$ cat config.mk
export PLATFORM = sky130hd
export DESIGN_NAME = seven_seg_scan_ctrl
export DESIGN_NICKNAME = d
export VERILOG_FILES = /design/src/rtl/seven_seg_scan_ctrl.sv
export SDC_FILE = /design/constraint.sdc
export NUM_CORES = 1
export LEC_CHECK = 0
export ABC_AREA = 1
export BUFFER_PORTS_ARGS = -buffer_cell sky130_fd_sc_hd__buf_4
export CAP_MARGIN = 40
export CORE_ASPECT_RATIO = 0.75
export CORE_MARGIN = 4
export CORE_UTILIZATION = 57
export CTS_BUF_LIST = sky130_fd_sc_hd__clkbuf_4
export DETAILED_ROUTE_END_ITERATION = 7
export PLACE_DENSITY = 0.88
export SKIP_LAST_GASP = 1
export SLEW_MARGIN = 20
export SYNTH_ARGS = -nofsm -noshare
export SYNTH_HDL_FRONTEND = slang
export SYNTH_SLANG_ARGS = --single-unit
$ cat constraint.sdc
create_clock -name clk -period 2 [get_ports clk]
set_input_delay 0.4 -clock clk [delete_from_list [all_inputs] [get_ports clk]]
set_output_delay 0.4 -clock clk [all_outputs]
set_load 0.005 [all_outputs]
$ cat src/rtl/seven_seg_scan_ctrl.sv
// Scan controller for a 4-digit common-anode seven-segment display driving one shared
// registered BCD decoder, with anti-ghost blanking and frame-aligned value updates.
module seven_seg_scan_ctrl #(
    parameter int unsigned REFRESH_CYCLES = 100000,
    parameter int unsigned BLANK_CYCLES   = 1000,
    parameter int unsigned CNT_W          = 17
) (
    input  logic        clk,
    input  logic        rst_n,
    input  logic [15:0] value_in,
    input  logic [3:0]  dp_in,
    input  logic        load,
    input  logic        lz_blank_en,
    output logic [3:0]  bcd,
    output logic [3:0]  an,
    output logic        dp,
    output logic        frame_done
);

    localparam logic [CNT_W-1:0] BlankLast = CNT_W'(BLANK_CYCLES - 1);
    localparam logic [CNT_W-1:0] ShowLast  = CNT_W'(REFRESH_CYCLES - 1);

    typedef enum logic {StBlank, StShow} state_e;

    state_e           state_q, state_d;
    logic [1:0]       digit_q, digit_d;
    logic [CNT_W-1:0] cnt_q, cnt_d;
    logic [15:0]      shadow_val_q, shadow_val_d;
    logic [3:0]       shadow_dp_q, shadow_dp_d;
    logic [15:0]      pend_val_q, pend_val_d;
    logic [3:0]       pend_dp_q, pend_dp_d;
    logic             pend_valid_q, pend_valid_d;
    logic [3:0]       bcd_d, an_d;
    logic             dp_d, frame_done_d;
    logic             blank_end, show_end, boundary;

    // Leading-zero blanking: digit idx blanks when it and all higher nibbles are zero.
    function automatic logic [3:0] disp_code(input logic [15:0] val, input logic [1:0] idx,
                                             input logic lz);
        logic [15:0] upper;
        upper = val >> {idx, 2'b00};
        if (lz && (idx != 2'd0) && (upper == 16'h0000)) begin
            return 4'hF;
        end
        return upper[3:0];
    endfunction

    always_comb begin
        blank_end = (state_q == StBlank) && (cnt_q == BlankLast);
        show_end  = (state_q == StShow) && (cnt_q == ShowLast);
        boundary  = show_end && (digit_q == 2'd3);

        state_d = state_q;
        digit_d = digit_q;
        cnt_d   = cnt_q + 1'b1;
        if (blank_end) begin
            state_d = StShow;
            cnt_d   = '0;
        end else if (show_end) begin
            state_d = StBlank;
            digit_d = digit_q + 2'd1;
            cnt_d   = '0;
        end

        shadow_val_d = shadow_val_q;
        shadow_dp_d  = shadow_dp_q;
        pend_val_d   = pend_val_q;
        pend_dp_d    = pend_dp_q;
        pend_valid_d = pend_valid_q;
        if (boundary) begin
            pend_valid_d = 1'b0;
            if (load) begin
                shadow_val_d = value_in;
                shadow_dp_d  = dp_in;
            end else if (pend_valid_q) begin
                shadow_val_d = pend_val_q;
                shadow_dp_d  = pend_dp_q;
            end
        end else if (load) begin
            pend_val_d   = value_in;
            pend_dp_d    = dp_in;
            pend_valid_d = 1'b1;
        end

        // Code for the next digit is presented while anodes are dark; the first BLANK cycle
        // also refreshes it so the digit shown right after reset is primed.
        bcd_d = bcd;
        if (show_end) begin
            bcd_d = disp_code(shadow_val_d, digit_d, lz_blank_en);
        end else if ((state_q == StBlank) && (cnt_q == '0)) begin
            bcd_d = disp_code(shadow_val_q, digit_q, lz_blank_en);
        end

        an_d         = 4'b1111;
        dp_d         = 1'b1;
        frame_done_d = boundary;
        if (state_d == StShow) begin
            an_d = 4'b1111 ^ (4'b0001 << digit_d);
            dp_d = ~shadow_dp_d[digit_d];
        end
    end

    always_ff @(posedge clk or negedge rst_n) begin
        if (!rst_n) begin
            state_q      <= StBlank;
            digit_q      <= 2'd0;
            cnt_q        <= '0;
            shadow_val_q <= 16'h0000;
            shadow_dp_q  <= 4'h0;
            pend_val_q   <= 16'h0000;
            pend_dp_q    <= 4'h0;
            pend_valid_q <= 1'b0;
            bcd          <= 4'hF;
            an           <= 4'b1111;
            dp           <= 1'b1;
            frame_done   <= 1'b0;
        end else begin
            state_q      <= state_d;
            digit_q      <= digit_d;
            cnt_q        <= cnt_d;
            shadow_val_q <= shadow_val_d;
            shadow_dp_q  <= shadow_dp_d;
            pend_val_q   <= pend_val_d;
            pend_dp_q    <= pend_dp_d;
            pend_valid_q <= pend_valid_d;
            bcd          <= bcd_d;
            an           <= an_d;
            dp           <= dp_d;
            frame_done   <= frame_done_d;
        end
    end

endmodule

After elaboration in Yosys (flattened, before gate mapping)
Cells that the tools add are included.
{"block": "word_totals", "register_bits": 71, "latchBits": 0, "ramBits": 0, "romBits": 0, "inputBits": 24, "out_inout_bits": 10, "word_cells": 70, "mem_count": 0}
{"block": "classes", "n_addsub": 2, "mul": 0, "div": 0, "magnitude_cmp": 1, "eq_ne": 3, "shifts": 3, "muxes": 29, "bitwise_logic": 4, "n_reduce_logical": 16}
{"operator": "16-bit two-way mux", "count": 3}
{"operator": "4-bit two-way mux", "count": 10}
{"operator": "17-bit two-way mux", "count": 2}
{"operator": "16-bit zero test", "count": 2}
{"operator": "16-bit by 4-bit >> shifter with 16-bit output", "count": 2}
{"operator": "17-bit by 1-bit adder with 17-bit output, second input constant", "count": 1}
{"operator": "17-bit by 10-bit equality test with 1-bit output, second input constant", "count": 1}
{"operator": "17-bit equality test, second input constant", "count": 1}
{"operator": "17-bit zero test", "count": 1}
{"operator": "1-bit two-way mux", "count": 11}
{"operator": "1-bit logical AND", "count": 8}
{"operator": "2-bit nonzero test", "count": 4}
{"operator": "2-bit two-way mux", "count": 2}
{"operator": "4-bit inverter", "count": 1}
{"operator": "1-bit by 2-bit << shifter with 4-bit output, first input constant", "count": 1}
{"operator": "2-bit by 3-bit < comparator with 1-bit output, second input constant", "count": 1}
{"operator": "1-bit inverter", "count": 3}
{"operator": "2-bit by 1-bit adder with 2-bit output, second input constant", "count": 1}
{"operator": "1-bit binary-select mux with 2-bit select", "count": 1}
{"operator": "2-bit equality test, second input constant", "count": 1}
{"operator": "2-bit AND reduction", "count": 1}

Longest topological paths before layout
Gate-level depths: netlist (run 1).
{"block": "logic_depth", "word_depth": 11, "mapped_depth": 18, "depth_no_buf": 18}

Worst setup path before layout (run 1)
Ideal clock, no wire load.
{"block": "synth_timing", "path_kind": "flip-flop to flip-flop", "from": "reg digit_q[1]", "to": "reg bcd[0]", "setup_ns": 0.060, "arrival_ns": 2.010, "required_ns": 1.940, "slack_ns": -0.070, "path_stages_with_launch": 15, "n_path_buf": 1, "synth_period_minus_slack_ns": 2.070, "cell_sequence": "dfrtp_1 ha_1 clkbuf_1 inv_1 nor2_8 nand2_2 nand2_2 nand2_1 nand3_1 nand2_2 nor2_2 nand2_2 o21bai_1 nand2_1 nand2_1"}
{"block": "synth_between", "elab_chain_cells": 10, "word_cells_on_any_way": 25, "classes_between": "add/sub: 1; eq/ne: 1; shift: 2; mux: 12; reduce/logical: 9"}
{"item": "start, declared", "line_no": "26", "source": "logic [1:0] digit_q, digit_d;"}
{"item": "start signal, assigned", "line_no": "119", "source": "digit_q <= digit_d;"}
{"item": "2-bit by 1-bit adder with 2-bit output / 2-bit equality test (equally long branches)", "line_no": "61, 51"}
{"item": "2-bit two-way mux / 1-bit logical AND (equally long branches)", "line_no": "59, 51"}
{"item": "2-bit two-way mux / 16-bit two-way mux (equally long branches)", "line_no": "56, 70"}
{"item": "16-bit by 4-bit >> shifter with 16-bit output / 2-bit nonzero test (equally long branches)", "line_no": "41, 42"}
{"item": "16-bit zero test / 1-bit logical AND (equally long branches)", "line_no": "42", "source": "if (lz && (idx != 2'd0) && (upper == 16'h0000)) begin"}
{"item": "1-bit logical AND", "line_no": "42"}
{"item": "1-bit two-way mux", "line_no": "42"}
{"item": "1-bit two-way mux", "line_no": "88", "source": "if (show_end) begin"}
{"item": "4-bit two-way mux", "line_no": "45", "source": "return upper[3:0];"}
{"item": "4-bit two-way mux *", "line_no": "88"}
{"item": "end signal, assigned", "line_no": "113", "source": "bcd <= 4'hF;"}
{"item": "end signal, assigned", "line_no": "126", "source": "bcd <= bcd_d;"}
{"item": "end, declared", "line_no": "14", "source": "output logic [3:0] bcd,"}
Every way passes the cells marked *; elsewhere a longest branch is shown, timed or not. The select of a mux whose other input is x is not followed.
A chain may end at the register's enable or synchronous reset.

Final worst setup path (run 1)
{"block": "layout_timing", "from": "reg cnt_q[0]", "to": "reg bcd[1]"}
{"block": "layout_between", "elab_chain_cells": 11, "word_cells_on_any_way": 20, "classes_between": "eq/ne: 2; shift: 1; mux: 7; reduce/logical: 10"}
{"item": "start, declared", "line_no": "27", "source": "logic [CNT_W-1:0] cnt_q, cnt_d;"}
{"item": "start signal, assigned", "line_no": "120", "source": "cnt_q <= cnt_d;"}
{"item": "17-bit equality test", "line_no": "50", "source": "show_end = (state_q == StShow) && (cnt_q == ShowLast);"}
{"item": "1-bit logical AND", "line_no": "50"}
{"item": "2-bit two-way mux", "line_no": "59", "source": "end else if (show_end) begin"}
{"item": "2-bit two-way mux *", "line_no": "56", "source": "if (blank_end) begin"}
{"item": "via digit_d[0]", "line_no": "26"}
{"item": "16-bit by 4-bit >> shifter with 16-bit output / 2-bit nonzero test (equally long branches)", "line_no": "41, 42"}
{"item": "16-bit zero test / 1-bit logical AND (equally long branches)", "line_no": "42"}
{"item": "1-bit logical AND", "line_no": "42"}
{"item": "1-bit two-way mux", "line_no": "42"}
{"item": "1-bit two-way mux", "line_no": "88"}
{"item": "4-bit two-way mux *", "line_no": "45"}
{"item": "4-bit two-way mux *", "line_no": "88"}
Mark *: on every way through the listed nets, which the timed path passes. The rest lies on a longest branch. The select of a mux whose other input is x is not followed.

==> results.cfg, run 1 <==
[sta]
finalHoldViolCount = 0
relSlewSlack = 0.6310
worst_slack_ns = -0.4635
finClkSkew_ns = 0.01943
fmax_mhz = 405.9
tightest_slew_ns = 0.5535
drv_slew = 0
setup_violations = 26
fin_crit_ns = 2.464
period_share = 1.232
grt_setup_unrepaired = yes

[layout]
n_antenna_cell = 0
drive_gt1_frac = 0.3750
area_growth_pct = 33.78
fin_area_um2 = 5922
nets = 735
fill_cells = 462
final_core_utilization = 0.7968

[routing]
remaining_drc_errors = 0
dr_total_vias = 4712
dr.first_iter.drc_count = 596
ant_nets = 0
detail_route.wl_per_cell_um = 16.97
routed_wl_um = 13800
drt-vias-per-instance = 5.796
firstDrtPassIters = 6

[placement]
placed_cell_area_um2 = 5403
dpl.hpwl_um = 9626
routabilityCongestion = 1.045
port_buffers = 33

[status]
status = complete, but fails checks
violations = negative setup slack

[clocking]
cts.sinks = 71
cts_tree = built
clock-root-buffer = clkbuf_4
path_clk_slew_ns = 0.14
clockBufferDepth = 2
cts_buffers = 9
h-tree-depth = 3
clk_latency_ns = 0.47

[critical_path]
setup.worst_path.class = flip-flop to flip-flop
start_kind = flip-flop
required_ns = 2.42
arrival_ns = 2.88
worstPathMaxFanout = 7
setup.worst_path.end_class = flip-flop

[floorplan]
fp.dieArea_um2 = 9255
fp.dieW_um = 109.8
io-pin-count = 34
die_height_um = 84.32
initial_utilization = 0.5956
core_area_um2 = 7432
row_count = 27

[pwr]
ir_drop_mv = 0.4895
power_mw = 2.705
power.density_nw_per_um2 = 456.8
p_leak_nw = 3.004

[logic_synthesis]
synthesis.nets = 604
yosys.cell_types.count = 46
synth_area_leaders = dfrtp_1 35%, nand2_1 11%, inv_1 6.1%
synth_warnings = 0
yosys-top-cells-count = 132 x nand2_1, 72 x inv_1, 62 x dfrtp_1
syn_avg_cell_area_um2 = 7.685
synth.cell_area_um2 = 4427
ys.flop_type = dfrtp_1
synth_top_area_frac = 0.3505
synth_edf_count = 0
async_flop_share = 1.000
synth_area_leader_cell = dfrtp_1
ys_ff_latch = 71
synthCells = 576
yosysMostFrequentCell = nand2_1
yosysSeqAreaShare = 0.4039

[global_route]
grt_overflow = 0
track_usage = 0.2943
grt_max_degree = 43
grt_first_pass_wirelength_um = 21150
antenna_found_initial = 0
grt_pass1_vias = 4351

[worst_hold_path]
hp-class = input pin to flip-flop

[run]
max_cap_violations = 0
## per-stage QoR
| step | setup slack, ns | cells | TNS, ns | hold slack (ns) |
|---|---|---|---|---|
| final | -0.4635 | 813 | -3.255 | 0.1667 |
| after global routing | -0.6107 | 813 | -5.524 | 0.1467 |
| after CTS | -0.2936 | 804 | -2.465 | 0.1728 |
| after detailed placement | -0.3032 | 779 | -2.816 | 0.3696 |
| after global placement | -0.1674 | 779 | -1.121 | 0.3597 |
| after floorplan | 0.003885 | 576 | 0 | 0.1044 |
## sequential cells by signal (all words and copies together) (netlist names), 2 cells and up
register / cells
pend_dp_q: 4
bcd: 4
cnt_q: 17
pend_val_q: 16
shadow_dp_q: 4
digit_q: 2
an: 4
shadow_val_q: 16
## timing repair
item                                    4_1_cts  5_1_grt
pin swaps                                     4       12
endpoints found under the setup margin       27       38
setup buffers                                 6        9
hold buffers                                  1        0
gates resized for setup                      17       33
cloned                                        2        0
hold endpoints to repair                     29        0
## path summary, 6_finish.rpt
check                                   startpoint                       end  slack [ns]  depth (start not counted)
worst max-delay path            cnt_q[0]$_DFF_PN0_        bcd[1]$_DFFE_PN1P_       -0.46                         18
worst min-delay path                      dp_in[2]  pend_dp_q[2]$_DFFE_PN0P_        0.17                          2
worst max register to register  cnt_q[0]$_DFF_PN0_        bcd[1]$_DFFE_PN1P_       -0.46                         18
worst min register to register  bcd[1]$_DFFE_PN1P_        bcd[1]$_DFFE_PN1P_        0.48                          2
max in group asynchronous                    rst_n        bcd[3]$_DFFE_PN1P_        0.97                          3
min in group asynchronous                    rst_n        cnt_q[3]$_DFF_PN0_        0.41                          2
## cell type report
class                   instances  area, um^2  area share
inverters                      83       314.1     0.05303
well taps                     101       126.4     0.02134
clock inverters                 6       70.07     0.01183
repair buffers                135        1081      0.1825
flip-flops and latches         71        1790      0.3023
multi-input cells             407        2465      0.4162
clock buffers                  10       75.07     0.01268
## power breakdown
group / total (mW) / switching [mW] / internal (mW)
Sequential: 1.50 / 0.0215 / 1.48
Clock: 0.985 / 0.586 / 0.399
Combinational: 0.220 / 0.118 / 0.102
Total: 2.71 / 0.726 / 1.98
## cells in the final DEF, fill, tap and decap left out, types with 2 or more instances in the layout
| cell | n |
|---|---|
| dfrtp_2 | 2 |
| nand3_4 | 3 |
| dfstp_2 | 9 |
| nand3_1 | 25 |
| o21ai_0 | 46 |
| nor3_1 | 7 |
| o22ai_1 | 4 |
| o21ai_2 | 5 |
| nor2_8 | 3 |
| nor2_2 | 7 |
| nand4_4 | 3 |
| nand2_1 | 123 |
| nand3_2 | 6 |
| buf_12 | 3 |
| xor2_1 | 7 |
| mux2i_1 | 3 |
| ha_1 | 3 |
| nand2_4 | 6 |
| mux2_2 | 12 |
| nor4_4 | 2 |
| nor4_1 | 4 |
| inv_1 | 71 |
| dfrtp_1 | 60 |
| nor2_4 | 11 |
| nand2_2 | 32 |
| buf_4 | 128 |
| buf_6 | 2 |
| nand4_1 | 16 |
| o21bai_1 | 4 |
| a31oi_1 | 6 |
| nor2_1 | 47 |
| clkbuf_4 | 10 |
| nor3b_1 | 3 |
| inv_2 | 10 |
| clkinvlp_4 | 3 |
| a2bb2oi_1 | 2 |
| a21oi_1 | 5 |
## layer usage
| layer | part of all wire | wire (um) | track usage | vias to the layer above |
|---|---|---|---|---|
| met5 | 0 | 0 | 0 | - |
| met4 | 0.024 | 338 | 0.1087 | 0 |
| met3 | 0.11 | 1511 | 0.07456 | 53 |
| met2 | 0.46 | 6368 | 0.4416 | 308 |
| met1 | 0.40 | 5580 | 0.4107 | 2204 |
| li1 | - | - | - | 2147 |
## kinds of logic (layout without fill, tap and decap cells)
kind of cell / after synthesis / count (layout) / synth area share
compound gates: 79 / 79 / 0.1040
xor+xnor: 7 / 7 / 0.01385
fa+ha+maj: 4 / 4 / 0.01131
buf+inv: 99 / 234 / 0.08705
flops: 71 / 71 / 0.4039
mux: 15 / 15 / 0.03731
simple gates: 301 / 302 / 0.3426
## critical path, cell delays in order (launching register included)
cell and delay (ns):
dfrtp_1 0.42, ha_4 0.17, nand2_4 0.07, nor2_4 0.13
buf_6 0.13, nand2_1 0.07, nor2_1 0.17, nand4_1 0.16
nand2_4 0.17, nor2_8 0.07, nand2_1 0.07, nand2_2 0.06
inv_2 0.06, nand2_2 0.07, nor2_2 0.15, nand2_2 0.10
o21bai_1 0.18, nand2_1 0.08, nand2_1 0.06
Note: power is estimated with default switching activity, not from simulation.
==> inputs of run 2 (changes only) <==
- RECOVER_POWER: default -> 50
==> run 2 against run 1 <==
  * The run still ends with negative setup slack left
  * Wire length about the same
  * Clock-buffer cell count unchanged
  * Die area unchanged
==> results.cfg, run 2 (synthesis results as in run 1) <==
[status]
status = complete, but fails checks
violations = negative setup slack

[critical_path]
reg2reg_from = cnt_q[0]$_DFF_PN0_
r2r_slack_ns = -0.47
start_kind = flip-flop
required_ns = 2.42
r2r_end = bcd[1]$_DFFE_PN1P_
arrival_ns = 2.89
setup.worst_path.end_class = flip-flop
worstPathMaxFanout = 7
setup.worst_path.class = flip-flop to flip-flop
r2r_cells = 18

[layout]
largest_reg_flops = 17
largest_register = cnt_q
biggestRegsByFlops = cnt_q: 17 flops, pend_val_q: 16 flops, shadow_val_q: 16 flops
final_cells = 813
n_antenna_cell = 0
layout_commonest_cell = buf_4
nets = 735
layout_common_cells = 127 x buf_4, 123 x nand2_1, 71 x inv_1
drive_gt1_frac = 0.3750
final_core_utilization = 0.7948
fin_area_um2 = 5907
area_growth_pct = 33.44

[floorplan]
fp.dieW_um = 109.8
core_area_um2 = 7432
io-pin-count = 34
die_height_um = 84.32
initial_utilization = 0.5956
fp.dieArea_um2 = 9255
row_count = 27

[worst_hold_path]
hp-class = input pin to flip-flop
whs_endpoint = pend_dp_q[0]$_DFFE_PN0P_
hp-start = dp_in[0]
whs_path_depth = 2

[clocking]
clockBufferDepth = 2
path_clk_slew_ns = 0.13
cts.sinks = 71
cts_buffers = 9
clock-root-buffer = clkbuf_4
clk_latency_ns = 0.47
cts_tree = built
h-tree-depth = 3

[sta]
fin_crit_ns = 2.473
period_share = 1.237
drv_slew = 0
fmax_mhz = 404.3
finClkSkew_ns = 0.01830
setup_violations = 26
worst_slack_ns = -0.4735
tightest_slew_ns = 0.8059
finalHoldViolCount = 0
grt_setup_unrepaired = yes
relSlewSlack = 0.4627

[pwr]
power.density_nw_per_um2 = 457.3
ir_drop_mv = 0.4893
power_mw = 2.701
p_leak_nw = 2.998

[placement]
placed_cell_area_um2 = 5403
routabilityCongestion = 1.045
place_inst = 779
dpl.hpwl_um = 9626
port_buffers = 33

[global_route]
grt_first_pass_wirelength_um = 21150
grt_max_degree = 43
antenna_found_initial = 0
grt_overflow = 0
grt_pass1_vias = 4351
track_usage = 0.2943

[routing]
detail_route.wl_per_cell_um = 16.99
remaining_drc_errors = 0
drt-vias-per-instance = 5.802
ant_nets = 0
dr.first_iter.drc_count = 608
routed_wl_um = 13810
firstDrtPassIters = 8
dr_total_vias = 4717

[run]
max_cap_violations = 0
run 2: where the power goes:
| group | switching, mW | internal, mW | leakage [nW] |
|---|---|---|---|
| Combinational | 0.117 | 0.0982 | 2.08 |
| Clock | 0.587 | 0.399 | 0.0692 |
| Sequential | 0.0215 | 1.48 | 0.847 |
run 2: through the flow:
stage | hold slack, ns | setup slack (ns) | setup TNS [ns]
after global placement | 0.3597 | -0.1674 | -1.121
after global routing | 0.1467 | -0.6107 | -5.524
after detailed placement | 0.3696 | -0.3032 | -2.816
final | 0.1684 | -0.4735 | -3.472
after CTS | 0.1728 | -0.2936 | -2.465
after floorplan | 0.1044 | 0.003885 | 0
run 2: routing by layer:
metal	track usage	wire, um	vias to the layer above	share of wire
met5	0	0	-	0
met4	0.1087	294	0	0.021
met3	0.07456	1511	49	0.11
met2	0.4416	6416	306	0.46
met1	0.4107	5588	2215	0.40
li1	-	-	2147	-
run 2: cell type report:
| type | instances | area [um^2] |
|---|---|---|
| inverters | 83 | 314.1 |
| fillers | 464 | 1525 |
| flip-flops and latches | 71 | 1790 |
| repair buffers | 135 | 1066 |
| well taps | 101 | 126.4 |
| clock inverters | 6 | 70.07 |
| clock buffers | 10 | 75.07 |
| multi-input cells | 407 | 2465 |
run 2: worst max-delay path by stage:
| stage | slack (ns) | start | depth (start not counted) | to |
|---|---|---|---|---|
| 2_1_floorplan | 0.004 | digit_q[0]$_DFF_PN0_ | 15 | bcd[0]$_DFFE_PN1P_ |
| 3_3_place_gp | -0.17 | cnt_q[0]$_DFF_PN0_ | 18 | bcd[3]$_DFFE_PN1P_ |
| 3_5_place_dp | -0.30 | cnt_q[0]$_DFF_PN0_ | 14 | dp$_DFF_PN1_ |
| 4_1_cts | -0.29 | cnt_q[0]$_DFF_PN0_ | 18 | bcd[1]$_DFFE_PN1P_ |
| 5_1_grt | -0.61 | cnt_q[0]$_DFF_PN0_ | 18 | bcd[1]$_DFFE_PN1P_ |
| 6_report | -0.47 | cnt_q[0]$_DFF_PN0_ | 18 | bcd[1]$_DFFE_PN1P_ |
run 2: repair_timing:
action                     in CTS  in global routing
cloned                          2                  0
setup buffers                   6                  9
pin swaps                       4                 12
setup endpoints to repair      27                 38
hold buffers                    1                  0
hold endpoints to repair       29                  0
resized for setup              17                 33
run 2: worst max-delay path: stages, from the launching register on:
cell and delay, ns:
dfrtp_1 0.42, ha_4 0.17, nand2_4 0.07, nor2_4 0.14, buf_6 0.13, nand2_1 0.07, nor2_1 0.17, nand4_1 0.16
nand2_4 0.17, nor2_8 0.07, nand2_1 0.07, nand2_2 0.06, inv_2 0.06, nand2_2 0.07, nor2_2 0.15, nand2_2 0.10
o21bai_1 0.19, nand2_1 0.08, nand2_1 0.06
